<file path="config.mk">
export PLATFORM = sky130hd
export DESIGN_NAME = uart_tx_fifo_from_glitcher
export DESIGN_NICKNAME = d
export VERILOG_FILES = /design/src/rtl/uart_tx_fifo_from_glitcher.sv
export SDC_FILE = /design/constraint.sdc
export NUM_CORES = 1
export LEC_CHECK = 0
export CORE_MARGIN = 2
export CORE_UTILIZATION = 50
export CTS_CLUSTER_DIAMETER = 50
export DETAILED_ROUTE_END_ITERATION = 12
export GPL_TIMING_DRIVEN = 0
export PLACE_DENSITY = 0.77
export RECOVER_POWER = 100
export REMOVE_ABC_BUFFERS = 1
export SLEW_MARGIN = 20
export SYNTH_ARGS = -nofsm -noshare
export SYNTH_HDL_FRONTEND = slang
export SYNTH_SLANG_ARGS = --single-unit
</file>
<file path="constraint.sdc">
create_clock -name clk -period 2.1 [get_ports clk]
set_input_delay 0.315 -clock clk [delete_from_list [all_inputs] [get_ports clk]]
set_output_delay 0.315 -clock clk [all_outputs]
set_load 0.1 [all_outputs]
</file>
<file path="src/rtl/uart_tx_fifo_from_glitcher.sv">
// Return-path buffer: collects result bytes from the glitcher and drains them
// to the UART transmitter in packets, one byte per tx_done handshake.
module uart_tx_fifo_from_glitcher #(
    parameter int DEPTH   = 8,
    parameter int PKT_LEN = 4
) (
    input  logic                       clk,
    input  logic                       rst,
    input  logic                       in_dv,
    input  logic [7:0]                 in_byte,
    output logic                       in_ready,
    input  logic                       flush,
    output logic                       tx_dv,
    output logic [7:0]                 tx_byte,
    input  logic                       tx_done,
    output logic                       busy,
    output logic [$clog2(DEPTH+1)-1:0] count,
    output logic                       overflow
);

    localparam int CW = $clog2(DEPTH + 1);
    localparam int AW = $clog2(DEPTH);

    typedef enum logic [1:0] {
        IDLE,
        LOAD,
        WAIT_DONE
    } state_t;

    state_t          state;
    logic [7:0]      fifo [DEPTH];
    logic [AW-1:0]   rd_ptr;
    logic [AW-1:0]   wr_ptr;
    logic [CW-1:0]   burst_left;
    logic            flush_pend;
    logic            push;
    logic            pop;

    assign in_ready = (count < CW'(DEPTH));
    assign push     = in_dv && in_ready;
    assign pop      = (state == LOAD);

    // Storage needs no reset; stale entries are never read before being rewritten.
    always_ff @(posedge clk) begin
        if (push) begin
            fifo[wr_ptr] <= in_byte;
        end
    end

    always_ff @(posedge clk or negedge rst) begin
        if (!rst) begin
            wr_ptr   <= '0;
            rd_ptr   <= '0;
            count    <= '0;
            overflow <= 1'b0;
        end else begin
            if (push) begin
                wr_ptr <= wr_ptr + AW'(1);
            end
            if (pop) begin
                rd_ptr <= rd_ptr + AW'(1);
            end
            case ({push, pop})
                2'b10:   count <= count + CW'(1);
                2'b01:   count <= count - CW'(1);
                default: count <= count;
            endcase
            if (in_dv && !in_ready) begin
                overflow <= 1'b1;
            end
        end
    end

    // In IDLE every path consumes a pending flush, so only a fresh pulse survives;
    // during a burst pulses accumulate until the FSM returns to IDLE.
    always_ff @(posedge clk or negedge rst) begin
        if (!rst) begin
            state      <= IDLE;
            burst_left <= '0;
            flush_pend <= 1'b0;
            tx_dv      <= 1'b0;
            tx_byte    <= 8'h00;
            busy       <= 1'b0;
        end else begin
            tx_dv <= 1'b0;
            case (state)
                IDLE: begin
                    flush_pend <= flush;
                    if (count >= CW'(PKT_LEN)) begin
                        burst_left <= CW'(PKT_LEN);
                        state      <= LOAD;
                        busy       <= 1'b1;
                    end else if (flush_pend && (count != '0)) begin
                        burst_left <= count;
                        state      <= LOAD;
                        busy       <= 1'b1;
                    end
                end
                LOAD: begin
                    flush_pend <= flush_pend | flush;
                    tx_byte    <= fifo[rd_ptr];
                    tx_dv      <= 1'b1;
                    burst_left <= burst_left - CW'(1);
                    state      <= WAIT_DONE;
                end
                WAIT_DONE: begin
                    flush_pend <= flush_pend | flush;
                    if (tx_done) begin
                        if (burst_left == '0) begin
                            state <= IDLE;
                            busy  <= 1'b0;
                        end else begin
                            state <= LOAD;
                        end
                    end
                end
                default: begin
                    state <= IDLE;
                    busy  <= 1'b0;
                end
            endcase
        end
    end

endmodule

</file>
* After elaboration in Yosys (flattened, before gate mapping)
Memories as Yosys holds them, arrays and structs flattened. A register that Yosys moved wholly into a read port is not among the register bits. Cells that the tools add are included.
Cells by class: reductions and logical operators 15, $lt $le $gt $ge 2, bitwise operators 2, multiplexer cells 18, $mul 0, equal/unequal tests 7, add/subtract/negate cells 5, div/mod/pow operators 0, shift operators 0
Operators with widths (count):
- one-hot mux 4 bit (2 select lines) | 2
- 2-to-1 mux 1 bit | 8
- 2-to-1 mux 4 bit | 2
- subtractor 4 x 1 -> 4 bit (second input constant) | 2
- adder 3 x 1 -> 3 bit (second input constant) | 2
- 2-to-1 mux 2 bit | 3
- one-hot mux 2 bit (3 select lines) | 1
- nonzero test 2 bit | 3
- adder 4 x 1 -> 4 bit (second input constant) | 1
- equality test 2 x 1 -> 1 bit (second input constant) | 2
- equality test 2 bit (second input constant) | 2
- greater-or-equal comparator 4 x 3 -> 1 bit (second input constant) | 1
- logical NOT 4 bit | 1
- less-than comparator 4 bit (second input constant) | 1
- inequality test 2 bit (second input constant) | 2
- AND reduction 2 bit | 2
- AND reduction 4 bit | 1
- nonzero test 4 bit | 1
- logical AND 1 bit | 3
- inequality test 3 bit (second input constant) | 1
- one-hot mux 1 bit (3 select lines) | 1
- logical NOT 1 bit | 2
- logical NOT 2 bit | 1
- one-hot mux 1 bit (2 select lines) | 1
- 3 further kinds | 3
Word-level totals: input bits 13, output and inout bits 16, ROM bits 0, memories kept 1, logic and storage cells 59, bits in latches 0, flip-flop bits (word level) 20, memory bits (writable) 64
Memories:
- fifo | depth 8, width 8, read ports 1, clocked after Yosys merged registers in 1, write ports 1, line 31 | logic [7:0] fifo [DEPTH];

* Depth between registers and ports, before layout
word-level depth 5, mapped depth 9, mapped depth without buffers 9

* Least setup slack after synthesis
OpenSTA, ideal clock, no wires.
path type reg2reg, start point register count[3], end point register count[3], path buffers 0, stages on the path, launching flop included 9, period minus slack after synthesis 2533 ps, data required time 1938 ps, library setup time 162 ps, arrival 2371 ps, path slack -433 ps, path through dfrtp_1 -> nor2b_2 -> inv_2 -> ha_1 -> inv_1 -> or4b_1 -> a21oi_1 -> a311o_2 -> xnor2_1
Between the ends: longest elaborated chain between the ends 4, elaborated cells on any way between the ends 8, those cells by class add/sub (2); order compare (1); eq/ne (2); mux (1); reduce/logical (2)
RTL lines:
- from (decl) | line 17 | output logic [$clog2(DEPTH+1)-1:0] count,
- from (signal assigned) | line 64 | 2'b10: count <= count + CW'(1);
- from (signal assigned) | line 65 | 2'b01: count <= count - CW'(1);
- from (signal assigned) | line 66 | default: count <= count;
- less-than comparator 4 bit | line 39 | assign in_ready = (count < CW'(DEPTH));
- logical AND 1 bit | line 40 | assign push = in_dv && in_ready;
- equality test 2 x 1 -> 1 bit / equality test 2 bit (equally long branches) | line 63 | case ({push, pop})
- one-hot mux 4 bit (2 select lines) / nonzero test 2 bit (equally long branches)
Parallel ways exist; a longest one is shown, timed or not. A chain may end at the register's enable or synchronous reset.

* Worst setup path after layout
start point register count[3], end point output in_ready
Between the ends: longest elaborated chain between the ends 1
RTL lines:
- less-than comparator 4 bit | line 39
- to (decl) | line 11 | output logic in_ready,
No other way between the ends.

==> metrics.cfg <==
[drt]
drt_iter0_drc = 143
drc = 0
wl_per_cell_um = 17.5
via_per_inst = 5.43
vias = 2014
ant_nets = 0
drt-pass1-iter-count = 4
routed_wl_mm = 6.49

[synthesis]
synth-xor-area-share_pct = 1.83
ys_seq_elements = 92
syn_area_per_cell_um2 = 16.1
synth_top_family_by_area = multiplexers
synth_compound_area_share_pct = 5.14
synthAdderAreaFrac_pct = 3.27
synth-edff-count = 64
synth_seq_area_share_pct = 68.6
synth_mux_area_share_pct = 12.5
synth.distinct_cells = 36
ys.flop_type = edfxtp_1
ys_warn_count = 0
syn_inst = 237
async_reset_ff_share_pct = 30.4
synth-simple-area-share_pct = 5.99
netlist_area_um2 = 3820

[die]
io_pins = 29
chipHeight_um = 91.4
start_util_pct = 52.1
rows = 31
dieArea_um2 = 8360
core_area_um2 = 7330
dieWidth_um = 91.4

[timing]
worst_pin_slew_ns = 1.60
setup_viol = 0
final_hold_viol_count = 0
post-route-period-util_pct = 97.0
slew_viol_final = 29
grt_setup_unrepaired = no
relSlewSlack_pct = -6.53
finClkSkew_ns = 0.0106
max_freq_mhz = 491
period_minus_slack_ns = 2.04

[place]
place_inst = 355
place_congestion = 0.784
post-dp-hpwl_mm = 4.10
portBuffers = 28

[critical_path]
startpoint_type = flip-flop
endpoint_kind = primary output
crit_fanout = 6
critPathRequiredTime_ns = 1.78
arrival_ns = 1.72
crit_type = reg -> out

[cells_and_area]
areaGrowthSynthToFinish_pct = 13.0
nets = 290
final_cells = 371
mostFrequentLayoutCells = 64 x edfxtp_1, 27 x dfrtp_1, 16 x mux4_2, 15 x nor2_1, 15 x a21oi_1
drive_above_1_share_pct = 18.8
num_antenna_cells = 0
final_common_cell = edfxtp_1

[global_routing]
antenna_found_initial = 0
grt_use_met2_pct = 27.5
grt_pass1_vias = 2007
met1_usage_pct = 22.4
grt_max_degree = 29
use_met3_pct = 2.99
busiest_layer = met2
grt_pass1_wl_mm = 10.6
overflow = 0
grt_usage_pct = 17.0

[status]
violations = capacitance limit, slew limit
status = complete, but fails checks

[clock_network]
postCtsHoldBufs = 0
cts_buffer_depth = 2
cts_tree = built
clkLatencyLatePin_ns = 0.35
clkTransAtPathRegs_ns = 0.09
root_buffer = clkbuf_8
cts_buffers = 9
cts.sinks = 92
htreeDepth = 3

[hold_path]
hp-class = in -> async

[flow_run]
maxCapViolCount = 1

[synth_stat cells (2+ instances only)]
master,number,area share [%]
edfxtp_1,64,50
dfrtp_1,28,18
nor2_1,18,1.8
mux4_2,16,9.4
a21oi_1,15,2.0
nand2_1,12,1.2
ha_1,10,3.3
inv_1,10,0.98
o21ai_0,9,1.2
mux2i_1,8,2.1
nand2b_1,6,0.98
xnor2_1,5,1.1
nor3_1,4,0.52
clkbuf_1,3,0.29
xor2_1,3,0.69
a21o_1,2,0.39
buf_2,2,0.26
buf_4,2,0.39
buf_6,2,0.59
mux2_2,2,0.59
[worst max-delay path, stage by stage, from the launching register on]
cell	delay, ns
dfrtp_1	0.46
inv_1	0.07
dlygate4sd2_1	0.84
[timing repair]
action | in CTS | in global routing
setup endpoints to repair | 25 | 27
gates cloned | 0 | 0
buffers inserted | 0 | 0
gates resized for setup | 20 | 8
endpoints found under the hold margin | 0 | 0
[state kept, by name, indices dropped and copies added (netlist names)]
name,flops
wr_ptr,3
tx_byte,8
flush_pend,1
count,4
overflow,1
state,2
rd_ptr,3
fifo,64
busy,1
burst_left,4
tx_dv,1
[cell type report]
cell class / count / area [µm²]
Clock buffer: 10 / 128
Clock inverter: 6 / 72.6
Fill cell: 567 / 3010
Inverter: 11 / 41.3
Multi-Input combinational cell: 125 / 1140
Sequential cell: 92 / 2620
Tap cell: 99 / 124
Timing Repair Buffer: 28 / 190
[metal layers]
| metal | vias up | share of wire (%) |
|---|---|---|
| met3 | 7 | 2.9 |
| li1 | 943 | - |
| met2 | 28 | 51 |
| met1 | 1036 | 45 |
| met5 | - | 0 |
| met4 | 0 | 1.5 |
[cell families after synthesis]
| family | count (synthesis) |
|---|---|
| multiplexers | 27 |
| AO/OA/AOI/OAI | 32 |
| flip-flops | 92 |
| AND/OR/NAND/NOR | 48 |
| XOR/XNOR | 8 |
| adder cells (fa/ha/maj) | 10 |
| buffers and inverters | 20 |
[worst paths after layout]
path | startpoint | endpoint | slack (ns) | cells after the start
worst max-delay path | count[3]$_DFFE_PN0P_ | in_ready | 0.06 | 2
worst min-delay path | rst | count[2]$_DFFE_PN0P_ | 0.35 | 1
worst max register to register | count[3]$_DFFE_PN0P_ | count[2]$_DFFE_PN0P_ | 0.13 | 9
worst min register to register | overflow$_DFFE_PN0P_ | overflow$_DFFE_PN0P_ | 0.47 | 1
max in group asynchronous | rst | rd_ptr[0]$_DFFE_PN0N_ | 0.71 | 1
min in group clk | overflow$_DFFE_PN0P_ | overflow$_DFFE_PN0P_ | 0.47 | 1
[stage by stage]
stage                     worst slack (ns)  util [%]  area [µm²]  hold WS, ns  setup TNS (ns)
after detailed placement            -0.292      56.9        4170        0.396          -12.81
after global routing               0.00338      58.9        4320        0.460               0
after global placement              -0.497      56.8        4170        0.446          -17.13
after floorplan                     -0.433         -        3760       0.0194           -3.48
final                               0.0634      58.9        4320        0.351               0
after CTS                          0.00315      59.6        4370      0.00564               0
Power is not shown: default switching activity piles up to over one toggle a cycle in this logic, so the estimate is an artifact.
